File: config.mk
export PLATFORM = sky130hd
export DESIGN_NAME = y_fetch_queue_flat
export DESIGN_NICKNAME = d
export VERILOG_FILES = /design/src/rtl/y_fetch_queue_if.sv /design/src/rtl/y_fetch_queue.sv /design/src/flat_wrapper.sv
export SDC_FILE = /design/constraint.sdc
export NUM_CORES = 1
export LEC_CHECK = 0
export CAP_MARGIN = 20
export CORE_UTILIZATION = 62
export CTS_BUF_LIST = sky130_fd_sc_hd__clkbuf_4
export DETAILED_ROUTE_END_ITERATION = 10
export PLACE_DENSITY_LB_ADDON = 0.15
export SYNTH_ARGS = -nofsm -noshare
export SYNTH_HDL_FRONTEND = slang
export SYNTH_SLANG_ARGS = --single-unit
File: constraint.sdc
create_clock -name clk -period 22.7 [get_ports clk]
set_input_delay 4.54 -clock clk [delete_from_list [all_inputs] [get_ports clk]]
set_output_delay 4.54 -clock clk [all_outputs]
set_load 0.01 [all_outputs]
File: src/rtl/y_fetch_queue_if.sv
`default_nettype none
// +----------------------------------------------------------------------------+
// | y_fetch_queue_if                                                           |
// | Redirect, imem request/response and decode handshake bundle for the queue. |
// | Stats ports exist only when FETCH_QUEUE_STATS_EN is defined.               |
// | Revision: 1.0                                                              |
// +----------------------------------------------------------------------------+
interface y_fetch_queue_if #(
    parameter int DEPTH = 4
);
    logic                     redirect;
    logic [31:0]              redirect_pc;
    logic                     imem_req;
    logic [31:0]              imem_addr;
    logic                     imem_gnt;
    logic                     imem_rvalid;
    logic [31:0]              imem_rdata;
    logic                     ins_valid;
    logic [31:0]              ins;
    logic [31:0]              PC;
    logic [31:0]              PCp4;
    logic                     ins_ready;
    logic [$clog2(DEPTH):0]   count;
`ifdef FETCH_QUEUE_STATS_EN
    logic [15:0]              stat_flushed;
    logic [15:0]              stat_starve;
`endif

    modport master (
        input  redirect, redirect_pc,
        output imem_req, imem_addr,
        input  imem_gnt, imem_rvalid, imem_rdata,
        output ins_valid, ins, PC, PCp4,
        input  ins_ready,
        output count
`ifdef FETCH_QUEUE_STATS_EN
        , output stat_flushed, stat_starve
`endif
    );

    modport slave (
        output redirect, redirect_pc,
        input  imem_req, imem_addr,
        output imem_gnt, imem_rvalid, imem_rdata,
        input  ins_valid, ins, PC, PCp4,
        output ins_ready,
        input  count
`ifdef FETCH_QUEUE_STATS_EN
        , input stat_flushed, stat_starve
`endif
    );
endinterface
`default_nettype wire

File: src/rtl/y_fetch_queue.sv
`default_nettype none
// +----------------------------------------------------------------------------+
// | y_fetch_queue                                                              |
// | Decoupled fetch front end: credit-limited imem requests, instruction FIFO, |
// | redirect flush. Optional counters under FETCH_QUEUE_STATS_EN.              |
// | Revision: 1.0                                                              |
// +----------------------------------------------------------------------------+
module y_fetch_queue #(
    parameter int          DEPTH    = 4,
    parameter int          MAX_OUT  = 2,
    parameter logic [31:0] RESET_PC = 32'h28
) (
    input  wire logic       clk,
    input  wire logic       rst,
    y_fetch_queue_if.master bus
);
    localparam int AW = $clog2(DEPTH);
    localparam int CW = AW + 1;
    localparam int TW = (MAX_OUT > 1) ? $clog2(MAX_OUT) : 1;

    localparam logic [TW-1:0] c_TAG_LAST = TW'(MAX_OUT - 1);
    localparam logic [CW:0]   c_DEPTH    = (CW+1)'(DEPTH);
    localparam logic [CW-1:0] c_MAX_OUT  = CW'(MAX_OUT);

    logic [31:0]   r_fetch_pc;
    logic [CW-1:0] r_out;
    logic [CW-1:0] r_disc;
    logic [CW-1:0] r_count;
    logic [AW-1:0] r_rd_ptr;
    logic [AW-1:0] r_wr_ptr;
    logic [31:0]   r_ins_mem [DEPTH];
    logic [31:0]   r_pc_mem  [DEPTH];
    logic [31:0]   r_tag     [MAX_OUT];
    logic [TW-1:0] r_tag_rd;
    logic [TW-1:0] r_tag_wr;

    logic [CW:0]   w_credit;
    logic          w_req;
    logic          w_grant;
    logic          w_rsp;
    logic          w_drop;
    logic          w_push;
    logic          w_valid;
    logic          w_pop;
    logic [CW-1:0] w_out_next;
    logic [31:0]   w_target;

    // Queued entries plus responses still owed to the queue must fit in DEPTH.
    assign w_credit   = {1'b0, r_count} + {1'b0, r_out} - {1'b0, r_disc};
    assign w_req      = !rst && !bus.redirect && (r_out < c_MAX_OUT) && (w_credit < c_DEPTH);
    assign w_grant    = w_req && bus.imem_gnt;
    assign w_rsp      = bus.imem_rvalid && (r_out != '0);
    assign w_drop     = w_rsp && (r_disc != '0);
    assign w_push     = w_rsp && !w_drop;
    assign w_valid    = (r_count != '0);
    assign w_pop      = w_valid && bus.ins_ready;
    assign w_out_next = r_out + CW'(w_grant) - CW'(w_rsp);
    assign w_target   = bus.redirect_pc & 32'hFFFF_FFFC;

    always_ff @(posedge clk or posedge rst) begin
        if (rst) begin
            r_fetch_pc <= RESET_PC;
            r_out      <= '0;
            r_disc     <= '0;
            r_count    <= '0;
            r_rd_ptr   <= '0;
            r_wr_ptr   <= '0;
        end else begin
            r_out <= w_out_next;
            if (bus.redirect) begin
                // Every response still in flight belongs to the abandoned stream.
                r_fetch_pc <= w_target;
                r_disc     <= w_out_next;
                r_count    <= '0;
                r_rd_ptr   <= '0;
                r_wr_ptr   <= '0;
            end else begin
                if (w_grant) r_fetch_pc <= r_fetch_pc + 32'd4;
                if (w_drop)  r_disc     <= r_disc - CW'(1);
                if (w_push)  r_wr_ptr   <= r_wr_ptr + AW'(1);
                if (w_pop)   r_rd_ptr   <= r_rd_ptr + AW'(1);
                r_count <= r_count + CW'(w_push) - CW'(w_pop);
            end
        end
    end

    always_ff @(posedge clk or posedge rst) begin
        if (rst) begin
            for (int i = 0; i < DEPTH; i++) begin
                r_ins_mem[i] <= '0;
                r_pc_mem[i]  <= '0;
            end
        end else if (w_push && !bus.redirect) begin
            r_ins_mem[r_wr_ptr] <= bus.imem_rdata;
            r_pc_mem[r_wr_ptr]  <= r_tag[r_tag_rd];
        end
    end

    // Issued addresses, popped by every response (kept or dropped) in order.
    always_ff @(posedge clk or posedge rst) begin
        if (rst) begin
            for (int i = 0; i < MAX_OUT; i++) begin
                r_tag[i] <= '0;
            end
            r_tag_rd <= '0;
            r_tag_wr <= '0;
        end else begin
            if (w_grant) begin
                r_tag[r_tag_wr] <= r_fetch_pc;
                r_tag_wr        <= (r_tag_wr == c_TAG_LAST) ? '0 : r_tag_wr + TW'(1);
            end
            if (w_rsp) begin
                r_tag_rd <= (r_tag_rd == c_TAG_LAST) ? '0 : r_tag_rd + TW'(1);
            end
        end
    end

    assign bus.imem_req  = w_req;
    assign bus.imem_addr = r_fetch_pc;
    assign bus.ins_valid = w_valid;
    assign bus.ins       = r_ins_mem[r_rd_ptr];
    assign bus.PC        = r_pc_mem[r_rd_ptr];
    assign bus.PCp4      = r_pc_mem[r_rd_ptr] + 32'd4;
    assign bus.count     = r_count;

`ifdef FETCH_QUEUE_STATS_EN
    logic [15:0] r_flushed;
    logic [15:0] r_starve;
    logic        r_delivered;
    logic [16:0] w_flush_inc;
    logic [16:0] w_flush_sum;

    // A response landing in the redirect cycle is lost too, so it is counted.
    assign w_flush_inc = (bus.redirect ? 17'(r_count) : 17'd0)
                       + 17'(w_rsp && (bus.redirect || (r_disc != '0)));
    assign w_flush_sum = {1'b0, r_flushed} + w_flush_inc;

    always_ff @(posedge clk or posedge rst) begin
        if (rst) begin
            r_flushed   <= '0;
            r_starve    <= '0;
            r_delivered <= 1'b0;
        end else begin
            r_flushed <= w_flush_sum[16] ? 16'hFFFF : w_flush_sum[15:0];
            if (r_delivered && !w_valid && !bus.redirect && (r_starve != 16'hFFFF)) begin
                r_starve <= r_starve + 16'd1;
            end
            if (w_pop && !bus.redirect) r_delivered <= 1'b1;
        end
    end

    assign bus.stat_flushed = r_flushed;
    assign bus.stat_starve  = r_starve;
`endif
endmodule
`default_nettype wire

File: src/flat_wrapper.sv
// flat-port wrapper written by rule: the top's interface ports become plain ports
module y_fetch_queue_flat 
#(
    parameter int          DEPTH    = 4,
    parameter int          MAX_OUT  = 2,
    parameter logic [31:0] RESET_PC = 32'h28
)
  (clk, rst, bus_redirect, bus_redirect_pc, bus_imem_req, bus_imem_addr, bus_imem_gnt, bus_imem_rvalid, bus_imem_rdata, bus_ins_valid, bus_ins, bus_PC, bus_PCp4, bus_ins_ready, bus_count);
  y_fetch_queue_if #(.DEPTH(DEPTH)) bus_i ();
  input  wire logic clk;
  input  wire logic rst;
  input wire logic [$bits(bus_i.redirect)-1:0] bus_redirect;
  input wire logic [$bits(bus_i.redirect_pc)-1:0] bus_redirect_pc;
  output wire logic [$bits(bus_i.imem_req)-1:0] bus_imem_req;
  output wire logic [$bits(bus_i.imem_addr)-1:0] bus_imem_addr;
  input wire logic [$bits(bus_i.imem_gnt)-1:0] bus_imem_gnt;
  input wire logic [$bits(bus_i.imem_rvalid)-1:0] bus_imem_rvalid;
  input wire logic [$bits(bus_i.imem_rdata)-1:0] bus_imem_rdata;
  output wire logic [$bits(bus_i.ins_valid)-1:0] bus_ins_valid;
  output wire logic [$bits(bus_i.ins)-1:0] bus_ins;
  output wire logic [$bits(bus_i.PC)-1:0] bus_PC;
  output wire logic [$bits(bus_i.PCp4)-1:0] bus_PCp4;
  input wire logic [$bits(bus_i.ins_ready)-1:0] bus_ins_ready;
  output wire logic [$bits(bus_i.count)-1:0] bus_count;
  assign bus_i.redirect = bus_redirect;
  assign bus_i.redirect_pc = bus_redirect_pc;
  assign bus_imem_req = bus_i.imem_req;
  assign bus_imem_addr = bus_i.imem_addr;
  assign bus_i.imem_gnt = bus_imem_gnt;
  assign bus_i.imem_rvalid = bus_imem_rvalid;
  assign bus_i.imem_rdata = bus_imem_rdata;
  assign bus_ins_valid = bus_i.ins_valid;
  assign bus_ins = bus_i.ins;
  assign bus_PC = bus_i.PC;
  assign bus_PCp4 = bus_i.PCp4;
  assign bus_i.ins_ready = bus_ins_ready;
  assign bus_count = bus_i.count;
  y_fetch_queue #(.DEPTH(DEPTH), .MAX_OUT(MAX_OUT), .RESET_PC(RESET_PC)) u_core (.clk(clk), .rst(rst), .bus(bus_i));
endmodule
; Word level (Yosys, flattened, before mapping)
; Index checks and enable logic that the tools add are counted.
[word_totals]
register_bits = 367
elab_cells = 91
output_inout_bits = 133
input_bits = 70
[classes]
addsub = 13
bitwise = 4
n_lt_le_gt_ge = 8
n_reduce_logical = 21
muxes = 27
[ops]
columns = operator, count
row1 = 2-to-1 mux 32 bit, 11
row2 = bitwise mux 128 bit, 2
row3 = binary-select mux 32 bit (select 2 bit), 2
row4 = "adder 32 x 3 -> 32 bit, second input constant", 2
row5 = bitwise mux 64 bit, 1
row6 = demux 32 bit (select 2 bit), 1
row7 = demux 32 bit (select 1 bit), 1
row8 = logical AND 1 bit, 11
row9 = 2-to-1 mux 3 bit, 3
row10 = nonzero test 3 bit, 3
row11 = 2-to-1 mux 2 bit, 4
row12 = nonzero test 2 bit, 4
row13 = adder 3 x 1 -> 3 bit, 2
row14 = ">= comparator 3 bit, second input constant", 2
row15 = inverter 2 -> 3 bit, 2
row16 = subtractor 3 x 1 -> 3 bit, 2
row17 = "adder 2 x 1 -> 2 bit, second input constant", 2
row18 = adder 3 x 3 -> 4 bit, 1
row19 = ">= comparator 2 bit, second input constant", 2
row20 = "< comparator 4 x 3 -> 1 bit, second input constant", 1
row21 = inverter 1 -> 2 bit, 2
row22 = subtractor 4 x 3 -> 4 bit, 1
row23 = zero test 1 bit, 3
row24 = "< comparator 3 x 1 -> 1 bit, second input constant", 1
row25 = 5 further kinds, 7

; Logic depth before layout (Yosys ltp)
; Gate-level depths: netlist of run 1.
[depth]
ltp_word = 8
ltp_mapped = 13
ltp_nobuf = 13

; Worst setup path before layout of run 1
; No wires, ideal clock.
[synth_path]
kind = input-to-output
start = in bus_redirect
end = out bus_imem_req
path_stages = 3
path_slack_ns = 12.894
t_required_ns = 18.160
t_arrival_ns = 5.266
path_buffers = 1
cell_sequence = clkbuf_1 > or3b_1 > nor2_1
[synth_via]
elab_chain_len = 4
[synth_lines]
columns = item, line_no
row1 = from (decl), flat_wrapper.sv:12  ; input wire logic [$bits(bus_i.redirect)-1:0] bus_redirect;
row2 = zero test 1 bit, y_fetch_queue.sv:50  ; assign w_req = !rst && !bus.redirect && (r_out < c_MAX_OUT) && (w_credit < c_DEPTH);
row3 = logical AND 1 bit (3 in series), y_fetch_queue.sv:50
row4 = to (decl), flat_wrapper.sv:14  ; output wire logic [$bits(bus_i.imem_req)-1:0] bus_imem_req;
; No other way between the ends.

; Final worst setup path of run 1
; Same ends and word-level chain as after synthesis.

==> results.cfg, run 1 <==
[power]
irDropWorstVdd_mv = 0.0841
seq_power_share_pct = 40.3
leakagePower_nw = 8.87
design_power_total_w = 0.00205
p_comb_share_pct = 34.6
power.share.switching_pct = 32.3
power.internal_w = 0.00139
power.density_nw_per_um2 = 104
power_frac_clock_pct = 25.1
p_sw_w = 0.000664

[worst_hold_path]
hold_start = u_core.r_pc_mem[17]$_DFFE_PP0P_
hp-class = flop to flop

[worst_setup_path]
start_kind = input port
worstSetupEndpointType = primary output
critical_path.endpoint = bus_imem_req
worst_setup_path_startpoint = bus_redirect
crit_path_frequent_cell = sky130_fd_sc_hd__clkdlybuf4s50_1
path_max_fanout = 17
reg2reg_slack_ns = 19.12
slowest_stage = sky130_fd_sc_hd__clkdlybuf4s50_1
cp_data_arrival_time_ns = 6.58
timing.critical_path.cells = clkdlybuf4s50_1, buf_8, or3b_1, nor2_1, clkdlybuf4s50_1
reg2reg_depth = 12
crit_required_ns = 18.16
timing.rr.end = u_core.r_disc[1]$_DFFE_PP0P_
critical-path-top-delay-family = buffers and inverters
crit-reg2reg-launch = u_core.bus.count[1]$_DFF_PP0_
worstSetupPathDepth = 5
worstPathBufferInverterCount = 3
timing_worst_setup_path_type = input port to primary output
worst_path_largest_cell_delay_ns = 0.71

[global_route]
largest_net_degree_at_the_start_of_global_routing = 207
grt_overflow_total = 0
number_of_global_route_vias_before_repair = 11600
overall_routing_resource_usage_pct = 27.6
wire_length_of_the_first_global_routing_pass_um = 58600
grt_antenna_before_repair = 1

[job]
cap_violations = 0

[synth]
synthesis.area_um2 = 16400
postSynth.topFlopCell = sky130_fd_sc_hd__dfrtp_1
gate_count_post_synth = 1302
synth-seq-cells = 353
synth_top_area_cell = sky130_fd_sc_hd__dfrtp_1
yosys_warnings = 0
post_synth_most_frequent_cells = sky130_fd_sc_hd__dfrtp_1 (351), sky130_fd_sc_hd__mux2_2 (188), sky130_fd_sc_hd__nand2_1 (157), sky130_fd_sc_hd__o21ai_0 (131), sky130_fd_sc_hd__mux4_2 (61)
synth_cell_types = 59
most_frequently_used_cell_type_in_the_post_synthesis_netlist = sky130_fd_sc_hd__dfrtp_1
netlist.area_leader.share_pct = 53.5
async_flop_share_pct = 100
ys_top_cells_by_area = sky130_fd_sc_hd__dfrtp_1 (53%), sky130_fd_sc_hd__mux2_2 (13%), sky130_fd_sc_hd__mux4_2 (8.4%)
seq_area_frac_synth_pct = 53.8
synth_edf_count = 0
syn_area_per_cell_um2 = 12.6

[timing]
unrepaired_setup_endpoints_after_global_routing = no
final.setup.tns_ns = 0
finalSetupViolCount = 0
worst-slew-pin-transition_ns = 1.08
final.setup_skew_ns = 0.0181
maxSlewHeadroom_pct = 27.9
final_max_slew_viols = 0
timing.final.crit_period_ns = 11.12
timing_hold_violations_final = 0
maxClockFrequency_ghz = 0.0899
layout_setup_ws_ns = 11.58
crit_share_post_route_pct = 49.0

[placement]
place.port_buffers = 194
place.detailed.hpwl_um = 22900
pre_cts_slack_ns = 11.34
place_congestion = 0.836

[detailed_routing]
detailed_route_iter0_violations = 803
drcViolationCount = 0
postRouteAntennaNets = 0
routedWlPerCell_um = 18.8
dr.pass1.iters = 7
vias_per_cell = 5.92
wirelength_um = 36000
num_vias = 11300

[die]
fp.dieW_um = 165
floorplan.initialDensity_pct = 63.1
num_rows = 59
top_level_ports = 203
die_area_um2 = 27200
dieHeight_um = 165
fp.coreArea_um2 = 26100

[cts]
postCtsSetupBuffers = 0
clkTransAtPathRegs_ns = 0.06
clock_latency_ns = 0.69
clkSinkCount = 353
post_cts.resized_instances = 0
cts.hold.buffers_added = 0
max-clock-path-buffers = 3
inserted_clock_buffers = 90
cts.htree.levels = 3
clock_tree_from_tritoncts = built
clock-root-buffer = sky130_fd_sc_hd__clkbuf_4

[outcome]
status = finished clean

[final_layout]
areaGrowthSynthToFinish_pct = 19.8
share_of_layout_cells_above_drive_strength_1_pct = 26.9
fill_cells = 1724
finalNetCount = 1610
postLayoutCoreUtil_pct = 75.5
sequential cells by signal, summed over array words and instances (netlist names):
name                  flops
u_core.r_tag             60
u_core.r_out              3
u_core.r_ins_mem        128
u_core.r_pc_mem         120
u_core.r_wr_ptr           2
u_core.r_rd_ptr           2
u_core.bus.count          3
u_core.bus.imem_addr     30
u_core.r_disc             3
u_core.r_tag_rd           1
u_core.r_tag_wr           1
worst register-to-register path: stages (launching register included):
cell,delay (ns)
sky130_fd_sc_hd__dfrtp_1,0.40
sky130_fd_sc_hd__inv_1,0.12
sky130_fd_sc_hd__fa_1,0.55
sky130_fd_sc_hd__inv_1,0.05
sky130_fd_sc_hd__ha_1,0.27
sky130_fd_sc_hd__and3b_1,0.20
sky130_fd_sc_hd__o41ai_2,0.36
sky130_fd_sc_hd__o311ai_1,0.18
sky130_fd_sc_hd__buf_4,0.21
sky130_fd_sc_hd__inv_1,0.22
sky130_fd_sc_hd__ha_1,0.22
sky130_fd_sc_hd__fa_1,0.43
sky130_fd_sc_hd__mux2_2,0.27
per-layer routing:
metal / vias up / wire (um) / global-route usage, %
li1: 5199 / - / -
met3: 48 / 2370 / 5.80
met2: 389 / 17700 / 45.0
met1: 5710 / 15300 / 36.8
met5: - / 0 / 0
met4: 0 / 641 / 10.0
stage by stage:
step | cells | hold WS, ns | cell area, um2
after floorplan | 1307 | 0.442 | 16400
after global placement | 1760 | 0.456 | 18500
after detailed placement | 1760 | 0.464 | 18500
after CTS | 1911 | 0.478 | 19600
after global routing | 1915 | 0.498 | 19700
final | 1915 | 0.473 | 19700
cells by family (layout without fill, tap and decap cells):
| kind of cell | count (synthesis) | in the layout | share of synthesized area, % |
|---|---|---|---|
| buffers and inverters | 115 | 387 | 3.33 |
| other | 1 | 7 | 0.0228 |
| AOI/OAI and AO/OA | 187 | 187 | 6.50 |
| adders and majority gates | 20 | 20 | 1.71 |
| and+or+nand+nor | 306 | 306 | 9.28 |
| DFF | 353 | 353 | 53.8 |
| xor gates and xnor gates | 38 | 38 | 2.03 |
| muxes | 282 | 282 | 23.4 |
placed cells by master (no fill, tap or decap), types with 6 or more instances in the layout:
master,netlist,routed
sky130_fd_sc_hd__conb_1,1,6
sky130_fd_sc_hd__or3_1,8,8
sky130_fd_sc_hd__clkinv_1,0,16
sky130_fd_sc_hd__a31oi_1,23,23
sky130_fd_sc_hd__dfrtp_1,351,349
sky130_fd_sc_hd__mux4_2,61,61
sky130_fd_sc_hd__clkdlybuf4s50_1,0,194
sky130_fd_sc_hd__mux2i_1,32,32
sky130_fd_sc_hd__o31a_1,6,6
sky130_fd_sc_hd__or4_1,18,18
sky130_fd_sc_hd__inv_1,26,25
sky130_fd_sc_hd__nand4_1,19,19
sky130_fd_sc_hd__xnor2_1,28,28
sky130_fd_sc_hd__mux2_2,188,188
sky130_fd_sc_hd__and3_1,8,8
sky130_fd_sc_hd__buf_4,9,12
sky130_fd_sc_hd__nand2_1,157,153
sky130_fd_sc_hd__clkbuf_4,0,128
sky130_fd_sc_hd__nand3_1,20,20
sky130_fd_sc_hd__nor2_1,36,35
sky130_fd_sc_hd__ha_1,16,16
sky130_fd_sc_hd__xor2_1,10,10
sky130_fd_sc_hd__o21ai_0,131,131
sky130_fd_sc_hd__o31ai_1,16,15
final cells by class:
| cell class | count | area, um2 | share of cell area (%) |
|---|---|---|---|
| timing repair buffer | 210 | 2110 | 10.7 |
| sequential | 353 | 8840 | 44.9 |
| clock inverter | 23 | 128 | 0.648 |
| multi-input combinational | 839 | 7110 | 36.1 |
| inverter | 26 | 105 | 0.534 |
| tap | 335 | 419 | 2.13 |
| clock buffer | 128 | 961 | 4.88 |
| antenna | 1 | 2.50 | 0.0127 |
power by group through the flow:
| stage | logic (W) | registers [W] | clock network (W) |
|---|---|---|---|
| after floorplan | 0.000468 | 0.000803 | 0 |
| after global placement | 0.000693 | 0.000830 | 0 |
| after detailed placement | 0.000712 | 0.000839 | 0 |
| after CTS | 0.000714 | 0.000828 | 0.000531 |
| after global routing | 0.000772 | 0.000844 | 0.000566 |
| final | 0.000711 | 0.000829 | 0.000515 |
how the worst min path moves through the flow:
stage	end	cells after the start
floorplan	u_core.r_pc_mem[68]$_DFFE_PP0P_	2
global placement	u_core.r_pc_mem[120]$_DFFE_PP0P_	2
detailed placement	u_core.r_pc_mem[100]$_DFFE_PP0P_	2
CTS	u_core.r_pc_mem[100]$_DFFE_PP0P_	2
global route	u_core.r_pc_mem[17]$_DFFE_PP0P_	2
finish	u_core.r_pc_mem[17]$_DFFE_PP0P_	2
(Power assumes the default switching activity.)
==> run 2: changes to the inputs <==
--- a/config.mk
+++ b/config.mk
@@ -6,7 +6,7 @@
 export NUM_CORES = 1
 export LEC_CHECK = 0
 export CAP_MARGIN = 20
-export CORE_UTILIZATION = 62
+export CORE_UTILIZATION = 58
 export CTS_BUF_LIST = sky130_fd_sc_hd__clkbuf_4
 export DETAILED_ROUTE_END_ITERATION = 10
 export PLACE_DENSITY_LB_ADDON = 0.15
==> constraint.sdc (replaced) <==
create_clock -name clk -period 10.3 [get_ports clk]
set_input_delay 2.06 -clock clk [delete_from_list [all_inputs] [get_ports clk]]
set_output_delay 2.06 -clock clk [all_outputs]
set_load 0.01 [all_outputs]
==> run 2 against run 1 <==
First-iteration DRC count fell by 13%. Cell count up 2.7%. Sequential cell count unchanged. Cell area rose by 0.58%. Via count fell by 0.17%. Core utilization shrank 4.5 points. Clock power up 140%. Global-route usage down 1.2 points. Worst setup slack got worse by 8.0 ns.
==> results.cfg, run 2 (synthesis gave the netlist of run 1 again) <==
[outcome]
status = finished clean

[power]
power.internal_w = 0.00313
leakagePower_nw = 8.92
irDropWorstVdd_mv = 0.168
p_sw_w = 0.00147
power_frac_clock_pct = 26.4
seq_power_share_pct = 39.8
power.share.switching_pct = 32.0
p_comb_share_pct = 33.7
power.density_nw_per_um2 = 232

[global_route]
wire_length_of_the_first_global_routing_pass_um = 60100
overall_routing_resource_usage_pct = 26.4
number_of_global_route_vias_before_repair = 11800
largest_net_degree_at_the_start_of_global_routing = 189
grt_antenna_before_repair = 1
grt_overflow_total = 0

[timing]
crit_share_post_route_pct = 64.8
final.setup_skew_ns = 0.0383
final.setup.tns_ns = 0
maxSlewHeadroom_pct = 26.0
timing_hold_violations_final = 0
timing.final.crit_period_ns = 6.68
final_max_slew_viols = 0
worst-slew-pin-transition_ns = 1.11
finalSetupViolCount = 0
maxClockFrequency_ghz = 0.150
unrepaired_setup_endpoints_after_global_routing = no

[worst_hold_path]
min_path_cells = 2
hp-class = flop to flop

[placement]
place.port_buffers = 194
place.detailed.hpwl_um = 23100
place_inst = 1807
place_congestion = 0.814

[worst_setup_path]
reg2reg_depth = 12
worstSetupEndpointType = primary output
cp_data_arrival_time_ns = 4.62
timing_worst_setup_path_type = flop to primary output
start_kind = flop
crit_required_ns = 8.24
path_max_fanout = 35

[die]
fp.dieW_um = 170
die_area_um2 = 29000
dieHeight_um = 170
num_rows = 61
floorplan.initialDensity_pct = 59.0
fp.coreArea_um2 = 27900
top_level_ports = 203

[cts]
inserted_clock_buffers = 91
postCtsSetupBuffers = 0
clock-root-buffer = sky130_fd_sc_hd__clkbuf_4
clock_tree_from_tritoncts = built
clkSinkCount = 353
cts.htree.levels = 3
post_cts.resized_instances = 0
max-clock-path-buffers = 3
clock_latency_ns = 0.71
clkTransAtPathRegs_ns = 0.06
cts.hold.buffers_added = 0

[final_layout]
postLayoutCoreUtil_pct = 71.1
final_cell_count_no_fill = 1967
mostFrequentLayoutCell = sky130_fd_sc_hd__dfrtp_1
finalNetCount = 1612
largest_register_ffs = 128
largest_register = u_core.r_ins_mem
areaGrowthSynthToFinish_pct = 20.5
mostFrequentLayoutCells = sky130_fd_sc_hd__dfrtp_1 (349), sky130_fd_sc_hd__clkdlybuf4s50_1 (194), sky130_fd_sc_hd__mux2_2 (188), sky130_fd_sc_hd__nand2_1 (153), sky130_fd_sc_hd__clkbuf_4 (138)
share_of_layout_cells_above_drive_strength_1_pct = 27.5
reg.largest.list = u_core.r_ins_mem: 128 flops, u_core.r_pc_mem: 120 flops, u_core.r_tag: 60 flops

[detailed_routing]
routedWlPerCell_um = 18.5
num_vias = 11300
drcViolationCount = 0
detailed_route_iter0_violations = 695
wirelength_um = 36400
dr.pass1.iters = 5
vias_per_cell = 5.76
postRouteAntennaNets = 0

[job]
cap_violations = 0
-- run 2: changes by cell type in the layout (fill, tap and decap cells not counted), sizes merged --
cell	change
buf	+1
clkinvlp	-1
inv	-2
bufinv	+1
clkbuf	+10
-- run 2: area by class of cell --
cell class / count / area (um2)
flip-flops and latches: 353 / 8840
well taps: 378 / 473
diodes: 1 / 2.50
clock inverters: 21 / 146
multi-input cells: 839 / 7110
repair buffers: 211 / 2080
clock buffers: 138 / 1040
inverters: 26 / 101
fillers: 1996 / 8060
-- run 2: final timing paths --
| kind | start | end | slack (ns) |
|---|---|---|---|
| min | u_core.r_pc_mem[12]$_DFFE_PP0P_ | u_core.r_pc_mem[12]$_DFFE_PP0P_ | 0.47 |
| min reg2reg | u_core.r_pc_mem[12]$_DFFE_PP0P_ | u_core.r_pc_mem[12]$_DFFE_PP0P_ | 0.47 |
| max in group asynchronous | rst | u_core.r_ins_mem[64]$_DFFE_PP0P_ | 6.22 |
| max reg2reg | u_core.bus.count[1]$_DFF_PP0_ | u_core.r_disc[1]$_DFFE_PP0P_ | 6.72 |
| max | u_core.r_rd_ptr[0]$_DFFE_PP0P_ | bus_PCp4[31] | 3.62 |
| min in group asynchronous | rst | u_core.bus.imem_addr[22]$_DFFE_PP0P_ | 1.93 |
-- run 2: per-stage QoR --
stage / hold WS [ns] / power [W] / cell area (um2) / setup WS [ns]
final: 0.473 / 0.00460 / 19800 / 3.62
after global routing: 0.493 / 0.00488 / 19800 / 3.36
after CTS: 0.479 / 0.00465 / 19800 / 3.46
after detailed placement: 0.465 / 0.00342 / 18600 / 4.24
after global placement: 0.456 / 0.00337 / 18600 / 4.29
after floorplan: 0.442 / 0.00280 / 16500 / 3.51
-- run 2: per-layer routing --
| metal | GRT usage, % | part of all wire, % | vias up | wire (um) |
|---|---|---|---|---|
| met5 | 0 | 0 | - | 0 |
| met4 | 7.05 | 1.2 | 0 | 442 |
| met3 | 5.47 | 5.9 | 49 | 2140 |
| met2 | 43.9 | 48 | 360 | 17600 |
| met1 | 35.5 | 45 | 5708 | 16200 |
| li1 | - | - | 5210 | - |
-- run 2: power groups by stage --
stage          clock (W)  combinational (W)  sequential, W
2_1_floorplan          0            0.00103        0.00177
3_3_place_gp           0            0.00152        0.00184
3_5_place_dp           0            0.00156        0.00186
4_1_cts          0.00125            0.00157        0.00183
5_1_grt          0.00133            0.00168        0.00187
6_report         0.00122            0.00155        0.00183
-- run 2: critical path, cell delays in order (launching register included) --
cell and delay [ns]:
sky130_fd_sc_hd__dfrtp_4 0.87, sky130_fd_sc_hd__buf_4 0.62, sky130_fd_sc_hd__mux4_2 0.47, sky130_fd_sc_hd__nand4_4 0.16
sky130_fd_sc_hd__nor3_2 0.68, sky130_fd_sc_hd__nand4_1 0.25, sky130_fd_sc_hd__xnor2_1 0.22, sky130_fd_sc_hd__clkdlybuf4s50_1 0.60
==> run 3: changes to the inputs <==
--- a/config.mk
+++ b/config.mk
@@ -6,7 +6,7 @@
 export NUM_CORES = 1
 export LEC_CHECK = 0
 export CAP_MARGIN = 20
-export CORE_UTILIZATION = 58
+export CORE_UTILIZATION = 52
 export CTS_BUF_LIST = sky130_fd_sc_hd__clkbuf_4
 export DETAILED_ROUTE_END_ITERATION = 10
 export PLACE_DENSITY_LB_ADDON = 0.15
==> constraint.sdc (replaced) <==
create_clock -name clk -period 6.05 [get_ports clk]
set_input_delay 1.21 -clock clk [delete_from_list [all_inputs] [get_ports clk]]
set_output_delay 1.21 -clock clk [all_outputs]
set_load 0.01 [all_outputs]
==> run 3 against run 2 <==
The run now ends with DRC left. Count of clock-buffer cells in the layout is the same. Sequential share of layout area is essentially flat. Combinational power grew 70%. Core utilization shrank 6.8 points. Global-route usage shrank 3.0 points. Via count shrank 1.9%. Critical path type unchanged. Critical endpoint is now bus_PCp4[30].
==> results.cfg, run 3 (synthesis gave the netlist of run 1 again) <==
[outcome]
status = finished with violations
violated_checks = DRC

[detailed_routing]
drcViolationCount = 12
wirelength_um = 36300
detailed_route_iter0_violations = 487
num_vias = 11100
postRouteAntennaNets = 0
routedWlPerCell_um = 18.3
dr.pass1.iters = 10
vias_per_cell = 5.61

[power]
power_frac_clock_pct = 25.7
p_comb_share_pct = 33.9
leakagePower_nw = 8.91
design_power_total_w = 0.00776
seq_power_share_pct = 40.3
power.share.switching_pct = 32.0
p_sw_w = 0.00248
power.density_nw_per_um2 = 392
irDropWorstVdd_mv = 0.269
power.internal_w = 0.00528

[global_route]
wire_length_of_the_first_global_routing_pass_um = 60800
grt_antenna_before_repair = 1
overall_routing_resource_usage_pct = 23.4
grt_overflow_total = 0
largest_net_degree_at_the_start_of_global_routing = 167
number_of_global_route_vias_before_repair = 11600

[die]
dieHeight_um = 180
floorplan.initialDensity_pct = 53.3
num_rows = 64
die_area_um2 = 32300
fp.dieW_um = 180
fp.coreArea_um2 = 30800
top_level_ports = 203

[final_layout]
largest_register = u_core.r_ins_mem
share_of_layout_cells_above_drive_strength_1_pct = 27.6
fill_cells = 2461
finalNetCount = 1615
largest_register_ffs = 128
reg.largest.list = u_core.r_ins_mem: 128 flops, u_core.r_pc_mem: 120 flops, u_core.r_tag: 60 flops
design_area_um2 = 19800
areaGrowthSynthToFinish_pct = 20.5
final_cell_count_no_fill = 1982
mostFrequentLayoutCells = sky130_fd_sc_hd__dfrtp_1 (349), sky130_fd_sc_hd__clkdlybuf4s50_1 (194), sky130_fd_sc_hd__mux2_2 (188), sky130_fd_sc_hd__nand2_1 (153), sky130_fd_sc_hd__clkbuf_4 (138)
mostFrequentLayoutCell = sky130_fd_sc_hd__dfrtp_1

[worst_setup_path]
reg2reg_depth = 12
crit_required_ns = 4.84
timing_worst_setup_path_type = flop to primary output
worst_path_largest_cell_delay_ns = 0.94
reg2reg_slack_ns = 2.20
path_max_fanout = 38
critical_path.endpoint = bus_PCp4[30]
cp_data_arrival_time_ns = 4.28
slowest_stage = sky130_fd_sc_hd__dfrtp_4
worstSetupEndpointType = primary output
start_kind = flop
crit-reg2reg-launch = u_core.bus.count[1]$_DFF_PP0_
worst_setup_path_startpoint = u_core.r_rd_ptr[0]$_DFFE_PP0P_
timing.rr.end = u_core.r_tag[21]$_DFFE_PP0P_
timing.critical_path.cells = mux4_2, ha_1, nand4_1, nor4_4, nand2_1, xnor2_1, clkdlybuf4s50_1

[timing]
crit_share_post_route_pct = 90.8
final_max_slew_viols = 0
timing.final.crit_period_ns = 5.49
maxSlewHeadroom_pct = 32.4
maxClockFrequency_ghz = 0.182
final.setup.tns_ns = 0
timing_hold_violations_final = 0
unrepaired_setup_endpoints_after_global_routing = no
layout_setup_ws_ns = 0.558
finalSetupViolCount = 0
final.setup_skew_ns = 0.0384
worst-slew-pin-transition_ns = 1.01

[cts]
clock-root-buffer = sky130_fd_sc_hd__clkbuf_4
clkTransAtPathRegs_ns = 0.07
clkSinkCount = 353
max-clock-path-buffers = 3
clock_latency_ns = 0.68
post_cts.resized_instances = 0
cts.hold.buffers_added = 0
clock_tree_from_tritoncts = built
cts.htree.levels = 3
inserted_clock_buffers = 92
postCtsSetupBuffers = 0

[placement]
dpl_cell_area_um2 = 18700
place_inst = 1827
place.port_buffers = 194
place.detailed.hpwl_um = 23300
place_congestion = 0.809
pre_cts_slack_ns = 1.19

[worst_hold_path]
hp-class = flop to flop

[job]
cap_violations = 0
[run 3: changes by cell type in the layout (fill, tap and decap cells not counted)]
| cell | change |
|---|---|
| sky130_fd_sc_hd__clkinv_2 | -1 |
| sky130_fd_sc_hd__inv_2 | +1 |
| sky130_fd_sc_hd__buf_12 | +1 |
| sky130_fd_sc_hd__bufinv_16 | -1 |
| sky130_fd_sc_hd__clkinv_1 | -4 |
| sky130_fd_sc_hd__buf_4 | +1 |
[run 3: how the worst min path moves through the flow]
stage                                           startpoint                                to  slack (ns)  cells past startpoint
after floorplan            u_core.r_pc_mem[68]$_DFFE_PP0P_   u_core.r_pc_mem[68]$_DFFE_PP0P_        0.44                      2
after global placement    u_core.r_pc_mem[112]$_DFFE_PP0P_  u_core.r_pc_mem[112]$_DFFE_PP0P_        0.46                      2
after detailed placement   u_core.r_pc_mem[68]$_DFFE_PP0P_   u_core.r_pc_mem[68]$_DFFE_PP0P_        0.47                      2
after CTS                      u_core.r_tag_rd$_DFFE_PP0P_       u_core.r_tag_rd$_DFFE_PP0P_        0.48                      1
after global routing       u_core.r_pc_mem[43]$_DFFE_PP0P_   u_core.r_pc_mem[43]$_DFFE_PP0P_        0.50                      2
final                     u_core.r_pc_mem[120]$_DFFE_PP0P_  u_core.r_pc_mem[120]$_DFFE_PP0P_        0.47                      2
[run 3: layout make-up]
type                    instances  area (um2)  share of cell area (%)
diodes                          1        2.50                  0.0126
flip-flops and latches        353        8840                    44.7
clock inverters                16         100                   0.505
well taps                     396         495                    2.50
multi-input cells             839        7110                    35.9
clock buffers                 138        1040                    5.23
repair buffers                213        2110                    10.7
inverters                      26         101                   0.512
[run 3: per-stage QoR]
| stage | util [%] | hold slack (ns) |
|---|---|---|
| 2_1_floorplan | - | 0.442 |
| 3_3_place_gp | 60.5 | 0.456 |
| 3_5_place_dp | 60.5 | 0.465 |
| 4_1_cts | 64.2 | 0.479 |
| 5_1_grt | 64.2 | 0.498 |
| 6_report | 64.2 | 0.475 |
[run 3: power by group through the flow]
| stage | logic, W | registers [W] | clock network (W) |
|---|---|---|---|
| 5_1_grt | 0.00285 | 0.00320 | 0.00221 |
| 6_report | 0.00263 | 0.00313 | 0.00200 |
| 4_1_cts | 0.00266 | 0.00313 | 0.00208 |
| 3_5_place_dp | 0.00265 | 0.00317 | 0 |
| 2_1_floorplan | 0.00176 | 0.00301 | 0 |
| 3_3_place_gp | 0.00260 | 0.00315 | 0 |
[run 3: worst max-delay path, delay by kind of cell, from the launching register on]
| family | cells | cell delay, ns |
|---|---|---|
| XOR/XNOR | 1 | 0.18 |
| adder cells (fa/ha/maj) | 1 | 0.27 |
| buffers and inverters | 1 | 0.62 |
| flip-flops | 1 | 0.94 |
| multiplexers | 1 | 0.45 |
| AND/OR/NAND/NOR | 3 | 1.12 |
[run 3: per-layer routing]
layer / vias to the layer above / part of all wire (%) / routed length, um / GRT usage (%)
met4: 0 / 2.6 / 952 / 9.34
met2: 325 / 48 / 17400 / 38.1
met5: - / 0 / 0 / 0
met3: 60 / 5.3 / 1910 / 4.23
li1: 5201 / - / - / -
met1: 5524 / 44 / 16000 / 31.3
